[config.mk]
export PLATFORM = sky130hd
export DESIGN_NAME = p2s_rr_scheduler
export DESIGN_NICKNAME = d
export VERILOG_FILES = /design/src/rtl/p2s_rr_scheduler.sv
export SDC_FILE = /design/constraint.sdc
export NUM_CORES = 1
export LEC_CHECK = 0
export CAP_MARGIN = 20
export CORE_UTILIZATION = 28
export CTS_CLUSTER_SIZE = 16
export DETAILED_ROUTE_END_ITERATION = 8
export PLACE_DENSITY = 0.7
export SYNTH_ARGS = -nofsm -noshare
export SYNTH_HDL_FRONTEND = slang
export SYNTH_SLANG_ARGS = --single-unit
[constraint.sdc]
create_clock -name clk -period 3.6 [get_ports clk]
set_clock_uncertainty 0.2 [all_clocks]
set_input_delay 0.36 -clock clk [delete_from_list [all_inputs] [get_ports clk]]
set_output_delay 0.36 -clock clk [all_outputs]
set_load 0.005 [all_outputs]
[src/rtl/p2s_rr_scheduler.sv]
// rtl/p2s_rr_scheduler.sv - round-robin arbiter sharing one parallel-to-serial converter
// Grants one eligible requester per transfer, then waits for the converter to drain.
module p2s_rr_scheduler #(
  parameter int NUM_REQ = 4,
  parameter int DATA_W  = 4
) (
  input  logic                        clk,
  input  logic                        reset,
  input  logic [NUM_REQ-1:0]          req_i,
  input  logic [NUM_REQ*DATA_W-1:0]   data_i,
  input  logic [NUM_REQ-1:0]          mask_i,
  output logic [NUM_REQ-1:0]          gnt_o,
  input  logic                        conv_empty_i,
  output logic                        conv_load_o,
  output logic [DATA_W-1:0]           conv_data_o,
  output logic [$clog2(NUM_REQ)-1:0]  owner_o,
  output logic                        busy_o
);

  localparam int IDX_W = $clog2(NUM_REQ);

  typedef enum logic [1:0] {IDLE, LOAD, HOLD, DRAIN} state_t;

  state_t             state_q, state_d;
  logic [IDX_W-1:0]   ptr_q, ptr_d;
  logic [IDX_W-1:0]   owner_q, owner_d;
  logic [DATA_W-1:0]  data_q, data_d;
  logic [NUM_REQ-1:0] gnt_q, gnt_d;
  logic               load_q, load_d;
  logic               busy_q, busy_d;

  logic [NUM_REQ-1:0] eligible;
  logic [IDX_W-1:0]   winner;
  logic [IDX_W-1:0]   idx;
  logic               found;
  logic [DATA_W-1:0]  words [NUM_REQ];

  assign eligible = req_i & mask_i;

  for (genvar k = 0; k < NUM_REQ; k++) begin : g_words
    assign words[k] = data_i[k*DATA_W +: DATA_W];
  end

  // Scan starts one past the last owner so the previous winner has lowest priority.
  always_comb begin
    winner = '0;
    idx    = '0;
    found  = 1'b0;
    for (int i = 1; i <= NUM_REQ; i++) begin
      idx = IDX_W'((int'(ptr_q) + i) % NUM_REQ);
      if (!found && eligible[idx]) begin
        found  = 1'b1;
        winner = idx;
      end
    end
  end

  always_comb begin
    state_d = state_q;
    ptr_d   = ptr_q;
    owner_d = owner_q;
    data_d  = data_q;
    gnt_d   = '0;
    load_d  = 1'b0;
    case (state_q)
      IDLE: begin
        if (found && conv_empty_i) begin
          owner_d       = winner;
          data_d        = words[winner];
          gnt_d[winner] = 1'b1;
          load_d        = 1'b1;
          state_d       = LOAD;
        end
      end
      LOAD: begin
        ptr_d   = owner_q;
        state_d = HOLD;
      end
      HOLD:    state_d = DRAIN;
      DRAIN:   if (conv_empty_i) state_d = IDLE;
      default: state_d = IDLE;
    endcase
    busy_d = (state_d != IDLE);
  end

  always_ff @(posedge clk or negedge reset) begin
    if (!reset) begin
      state_q <= IDLE;
      ptr_q   <= IDX_W'(NUM_REQ - 1);
      owner_q <= '0;
      data_q  <= '0;
      gnt_q   <= '0;
      load_q  <= 1'b0;
      busy_q  <= 1'b0;
    end else begin
      state_q <= state_d;
      ptr_q   <= ptr_d;
      owner_q <= owner_d;
      data_q  <= data_d;
      gnt_q   <= gnt_d;
      load_q  <= load_d;
      busy_q  <= busy_d;
    end
  end

  assign gnt_o       = gnt_q;
  assign conv_load_o = load_q;
  assign conv_data_o = data_q;
  assign owner_o     = owner_q;
  assign busy_o      = busy_q;

endmodule

==> impl_metrics.yaml, run 1 <==
clocking:
  clock_latency_ns: 0.28
  cts_max_level: 1
  cts.sinks: 16
  postCtsSetupBuffers: 0
  ctsLongestPathBuffers: 2
  clk_pin_slew_ns: 0.09
  cts.repair.resized: 0
  cts_tree: "done"
  hold_buffers: 0
  cts_root_buffer: "clkbuf_4"
  cts_buffers: 3
worst_setup_path:
  required_ns: 3.55
  cpMaxStageDelayCell: "a21oi_2"
  cp_data_arrival_time_ns: 2.12
  worstSetupEndpointType: "register"
  slowest_delay_ns: 0.61
  crit_top_cell: "o221ai_1"
  criticalPathCategory: "in -> reg"
  rr_startpoint: "ptr_q[0]"
  reg2reg_depth: 5
  reg2reg_slack_ns: 1.48
  path_cells: "clkdlybuf4s50_1 > and2_1 > o221ai_1 > a21oi_2 > mux2i_1 > o221ai_1"
  crit_start: "req_i[2]"
  timing.rr.end: "conv_data_o[3]"
  crit_fanout: 12
  worstSetupEndpoint: "conv_data_o[3]"
  cp-start-kind: "primary input"
placed_design:
  preCtsSetupSlack_ns: 1.10
  port-buffer-count: 38
  hpwl_mm: 1.39
  place_inst: 138
  place.gp.congestion: 0.776
synthesis:
  synth_cells: 71
  synth_xor_area_share_pct: 0
  synth_edf_count: 0
  ys_async_sr_fraction_pct: 100
  synth_simple_gate_area_share_pct: 15.7
  ys_seq_elements: 16
  synth_area_per_cell_um2: 10.7
  synth_mux_area_share_pct: 12.0
  synth_top_family_by_area: "compound AO/OA/AOI/OAI gates"
  yosysSeqAreaShare_pct: 53.0
  ys.flop_type: "dfrtp_1"
  synthAdderAreaFrac_pct: 0
  ys.warnings.count: 0
  ys_types: 25
  synth-compound-area-share_pct: 16.3
  syn_area_um2: 759
  syn-num-nets: 98
timing:
  fin_setup_tns_ns: 0
  min_period_over_period_pct: 60.3
  tightest_slew_ns: 0.715
  whs_ns: 0.286
  fmax_mhz: 461
  slew_headroom_pct: 52.3
  rsz0062_at_grt: "false"
  post-route-min-period_ns: 2.17
  timing.final.ws_setup_ns: 1.43
  setup_violations: 0
  final_max_slew_viol_count: 0
  hold_violations: 0
floorplanning:
  chipWidth_um: 54.1
  initial_utilization_pct: 30.1
  die_area_um2: 2920
  die_y_um: 54.1
  core_um2: 2520
  io_pins: 39
  rows: 18
global_routing:
  grt_pass1_vias: 672
  grt_overflow_total: 0
  grt_max_degree: 17
  grt_pass1_wl_mm: 2.79
  grt_antenna_before_repair: 0
  grt.total_usage_pct: 13.8
drt:
  avgRoutedWirePerCell_um: 12.0
  drt-total-wl_mm: 1.71
  num_vias: 703
  first_pass_iters: 4
  antenna_left: 0
  first_iter_violations: 10
  drcViolationCount: 0
  vias_per_cell: 4.95
finish:
  n_antenna_cell: 0
  fill_cells: 253
  areaGrowthSynthToFinish_pct: 58.3
  final_cells: 142
  finalNetCount: 140
  fin_util_pct: 47.7
  drive_above_1_share_pct: 8.93
power:
  power.density_nw_per_um2: 548
  vdd_ir_drop_max_mv: 0.260
  leakage_nw: 0.518
flow_run:
  cap_violations: 0
hold_path:
  hold_path.class: "in -> async"
outcome:
  status: "finished, final reports clean"
==> routing by layer <==
layer	wire length [um]	share of wire (%)	vias to the layer above	global-route usage (%)
li1	-	-	338	-
met1	693	41	328	15.8
met2	854	50	33	22.6
met3	123	7.2	4	3.11
met4	39	2.3	0	9.83
met5	0	0	-	0
==> registers in the layout (all words and copies together), names as in the netlist <==
register     flops
conv_data_o      4
conv_load_o      1
busy_o           1
ptr_q            2
state_q          2
gnt_o            4
owner_o          2
==> cells by family after synthesis <==
group / count (synthesis)
flops: 16
mux: 9
compound gates: 17
buf+inv: 4
simple gates: 25
==> worst max-delay path: cells and delay by family <==
family / cells / cell delay, ns
AOI/OAI and AO/OA: 3 / 0.88
and+or+nand+nor: 1 / 0.15
buffers and inverters: 1 / 0.47
muxes: 1 / 0.26
==> cells in the final DEF (no fill, tap or decap), drive strengths merged <==
master and n:
a21oi 3, and2 2, or2 1, nand2b 1, a22o 2, o31ai 1, mux2i 8, o21ai 3
inv 3, clkbuf 4, and3 1, o221ai 5, dfstp 2, nor2b 1, nand2 11, clkdlybuf4s50 38
a31oi 1, nand3 1, nand3b 1, o211ai 1, mux2 1, nor2 6, dfrtp 14, a211oi 1
==> cell type report <==
type	count	area [um2]	share of cell area [%]
clock buffer	4	36.3	3.02
inverter	3	11.3	0.937
timing repair buffer	38	380	31.6
sequential	16	403	33.5
tap	30	37.5	3.12
multi-input combinational	51	334	27.8
==> power breakdown <==
group / switching [mW] / leakage, nW / internal [mW]
combinational: 0.104 / 0.299 / 0.157
clock: 0.0537 / 0.0210 / 0.0615
sequential: 0.0388 / 0.198 / 0.245
total: 0.197 / 0.518 / 0.463
==> synthesized netlist by cell type, types with 2 or more instances <==
master | instances | area share [%]
a22o_1 | 2 | 2.3
o21ai_0 | 3 | 2.0
nor2_1 | 6 | 3.0
nand2_1 | 11 | 5.4
dfstp_2 | 2 | 6.9
inv_1 | 2 | 0.99
a21oi_1 | 2 | 1.3
dfrtp_1 | 14 | 46
o221ai_1 | 5 | 5.8
and2_1 | 2 | 1.6
mux2i_1 | 8 | 11
==> through the flow <==
| stage | total power, mW | cell area [um2] |
|---|---|---|
| CTS | 0.669 | 1200 |
| detailed placement | 0.551 | 1170 |
| global placement | 0.543 | 1170 |
| global route | 0.712 | 1200 |
| finish | 0.659 | 1200 |
| floorplan | 0.418 | 759 |
==> worst min-delay path by stage <==
stage               cells after the start  slack, ns        from              to
global route                            1       0.31  state_q[0]      state_q[0]
detailed placement                      1       0.28  state_q[0]      state_q[0]
finish                                  1       0.29       reset  conv_data_o[2]
floorplan                               0      -0.14       reset          busy_o
CTS                                     1       0.29  state_q[0]      state_q[0]
global placement                        1       0.27  state_q[0]      state_q[0]
Power figures use the tool's default switching activity.
==> run 2: changes to the inputs <==
--- a/config.mk
+++ b/config.mk
@@ -9,7 +9,7 @@
 export CORE_UTILIZATION = 28
 export CTS_CLUSTER_SIZE = 16
 export DETAILED_ROUTE_END_ITERATION = 8
-export PLACE_DENSITY = 0.7
+export PLACE_DENSITY = 0.72
 export SYNTH_ARGS = -nofsm -noshare
 export SYNTH_HDL_FRONTEND = slang
 export SYNTH_SLANG_ARGS = --single-unit
==> constraint.sdc (replaced) <==
create_clock -name clk -period 1.87 [get_ports clk]
set_clock_uncertainty 0.2 [all_clocks]
set_input_delay 0.187 -clock clk [delete_from_list [all_inputs] [get_ports clk]]
set_output_delay 0.187 -clock clk [all_outputs]
set_load 0.005 [all_outputs]
==> impl_metrics.yaml, run 2 (synthesized netlist as in run 1, its figures left out) <==
worst_setup_path:
  worstSetupEndpointType: "register"
  critPathTopFamily: "flip-flops"
  crit_buf_inv: 1
  rr_startpoint: "ptr_q[0]"
  path_cells: "nand3b_1 > o211ai_1 > a21oi_2 > buf_12 > mux2i_2 > o221ai_1"
  cp_data_arrival_time_ns: 1.80
  cp-start-kind: "register"
  crit_fanout: 10
  cpMaxStageDelayCell: "dfstp_2"
  slowest_delay_ns: 0.56
  criticalPathCategory: "reg -> reg"
  required_ns: 1.82
  crit_start: "ptr_q[0]"
power:
  leakage_nw: 0.543
  clockPowerShare_pct: 16.7
  power_frac_seq_pct: 40.9
  power.density_nw_per_um2: 1060
  switching_share_pct: 29.6
  power.internal_mw: 0.941
  power.total_mw: 1.34
  comb_power_share_pct: 42.4
  vdd_ir_drop_max_mv: 0.568
  switchingPower_mw: 0.396
timing:
  fmax_mhz: 540
  hold_violations: 0
  post-route-min-period_ns: 1.85
  timing.final.ws_setup_ns: 0.0197
  slew_headroom_pct: 84.0
  rsz0062_at_grt: "true"
  setup_violations: 0
  min_period_over_period_pct: 98.9
  tightest_slew_ns: 0.238
  whs_ns: 0.00876
  final_max_slew_viol_count: 0
finish:
  layout_commonest_cell: "clkdlybuf4s50_1"
  fill_cells: 244
  drive_above_1_share_pct: 14.5
  areaGrowthSynthToFinish_pct: 65.9
  final_cells: 147
  n_antenna_cell: 0
  finalNetCount: 145
  layout_common_cells: "clkdlybuf4s50_1, dfrtp_1, nand2_1"
global_routing:
  grt_max_degree: 17
  gr-usage-met3_pct: 3.39
  grt_pass1_wl_mm: 2.98
  grt.total_usage_pct: 14.3
  gr-usage-met2_pct: 25.1
  grt_pass1_vias: 740
  grt-busiest-layer: "met2"
  met1_usage_pct: 16.7
  grt_overflow_total: 0
  grt_antenna_before_repair: 0
clocking:
  clk_pin_slew_ns: 0.09
  cts_max_level: 1
  clock_latency_ns: 0.28
  cts.sinks: 16
  cts_buffers: 3
  cts_tree: "done"
  ctsLongestPathBuffers: 2
  cts_root_buffer: "clkbuf_4"
drt:
  drt-total-wl_mm: 1.80
  antenna_left: 0
  first_pass_iters: 4
  num_vias: 710
  drcViolationCount: 0
  avgRoutedWirePerCell_um: 12.3
  first_iter_violations: 5
  vias_per_cell: 4.83
floorplanning:
  core_um2: 2520
  die_y_um: 54.1
  io_pins: 39
  die_area_um2: 2920
  initial_utilization_pct: 30.1
  chipWidth_um: 54.1
  rows: 18
placed_design:
  hpwl_mm: 1.44
  place.gp.congestion: 0.722
  place_inst: 143
  preCtsSetupSlack_ns: -0.147
  port-buffer-count: 38
flow_run:
  cap_violations: 0
hold_path:
  hold_path.class: "in -> async"
outcome:
  status: "finished, final reports clean"
run 2: changes by cell type in the layout (fill, tap and decap cells not counted), sizes merged:
cell  before  now
buf        0    5
run 2: power by group through the flow:
stage	registers [mW]	clock network, mW	logic (mW)
floorplan	0.547	0	0.257
global placement	0.553	0	0.545
detailed placement	0.551	0	0.563
CTS	0.549	0.229	0.564
global route	0.564	0.241	0.620
finish	0.547	0.223	0.567
run 2: metrics by stage:
stage | setup TNS, ns | utilization (%) | cell area [um2]
after floorplan | 0 | - | 759
after global placement | -0.502 | 48.2 | 1220
after detailed placement | -0.688 | 48.2 | 1220
after CTS | 0 | 49.7 | 1250
after global routing | -0.182 | 50.0 | 1260
final | 0 | 50.0 | 1260
run 2: metal layers:
layer / vias up / wire length (um)
met4: 0 / 0
li1: 347 / -
met1: 334 / 765
met5: - / 0
met3: 0 / 133
met2: 29 / 902
run 2: final timing paths:
| check | to | cells past startpoint | slack, ns |
|---|---|---|---|
| max | conv_data_o[2] | 6 | 0.02 |
| max in group asynchronous | ptr_q[1] | 2 | 1.22 |
| max reg2reg | conv_data_o[2] | 6 | 0.02 |
| min in group clk | state_q[0] | 1 | 0.30 |
| min reg2reg | state_q[0] | 1 | 0.30 |
| min | conv_data_o[0] | 2 | 0.009 |
run 2: area by class of cell:
cell class	instances	area (um2)	share of cell area [%]
timing repair buffer	43	430	34.2
sequential	16	403	32.0
multi-input combinational	51	342	27.1
tap	30	37.5	2.98
clock buffer	4	36.3	2.88
inverter	3	11.3	0.894
run 2: repair_timing:
item / in CTS / in global routing
endpoints found under the setup margin: 0 / 4
hold buffers: 0 / 0
resized for setup: 0 / 2
buffers inserted: 0 / 0
==> run 3: changes to the inputs <==
--- a/config.mk
+++ b/config.mk
@@ -5,6 +5,7 @@
 export SDC_FILE = /design/constraint.sdc
 export NUM_CORES = 1
 export LEC_CHECK = 0
+export ABC_CLOCK_PERIOD_IN_PS = 1870
 export CAP_MARGIN = 20
 export CORE_UTILIZATION = 28
 export CTS_CLUSTER_SIZE = 16
==> results of run 3 <==
No change in the layout: final DEF, timing and power equal those of run 2.
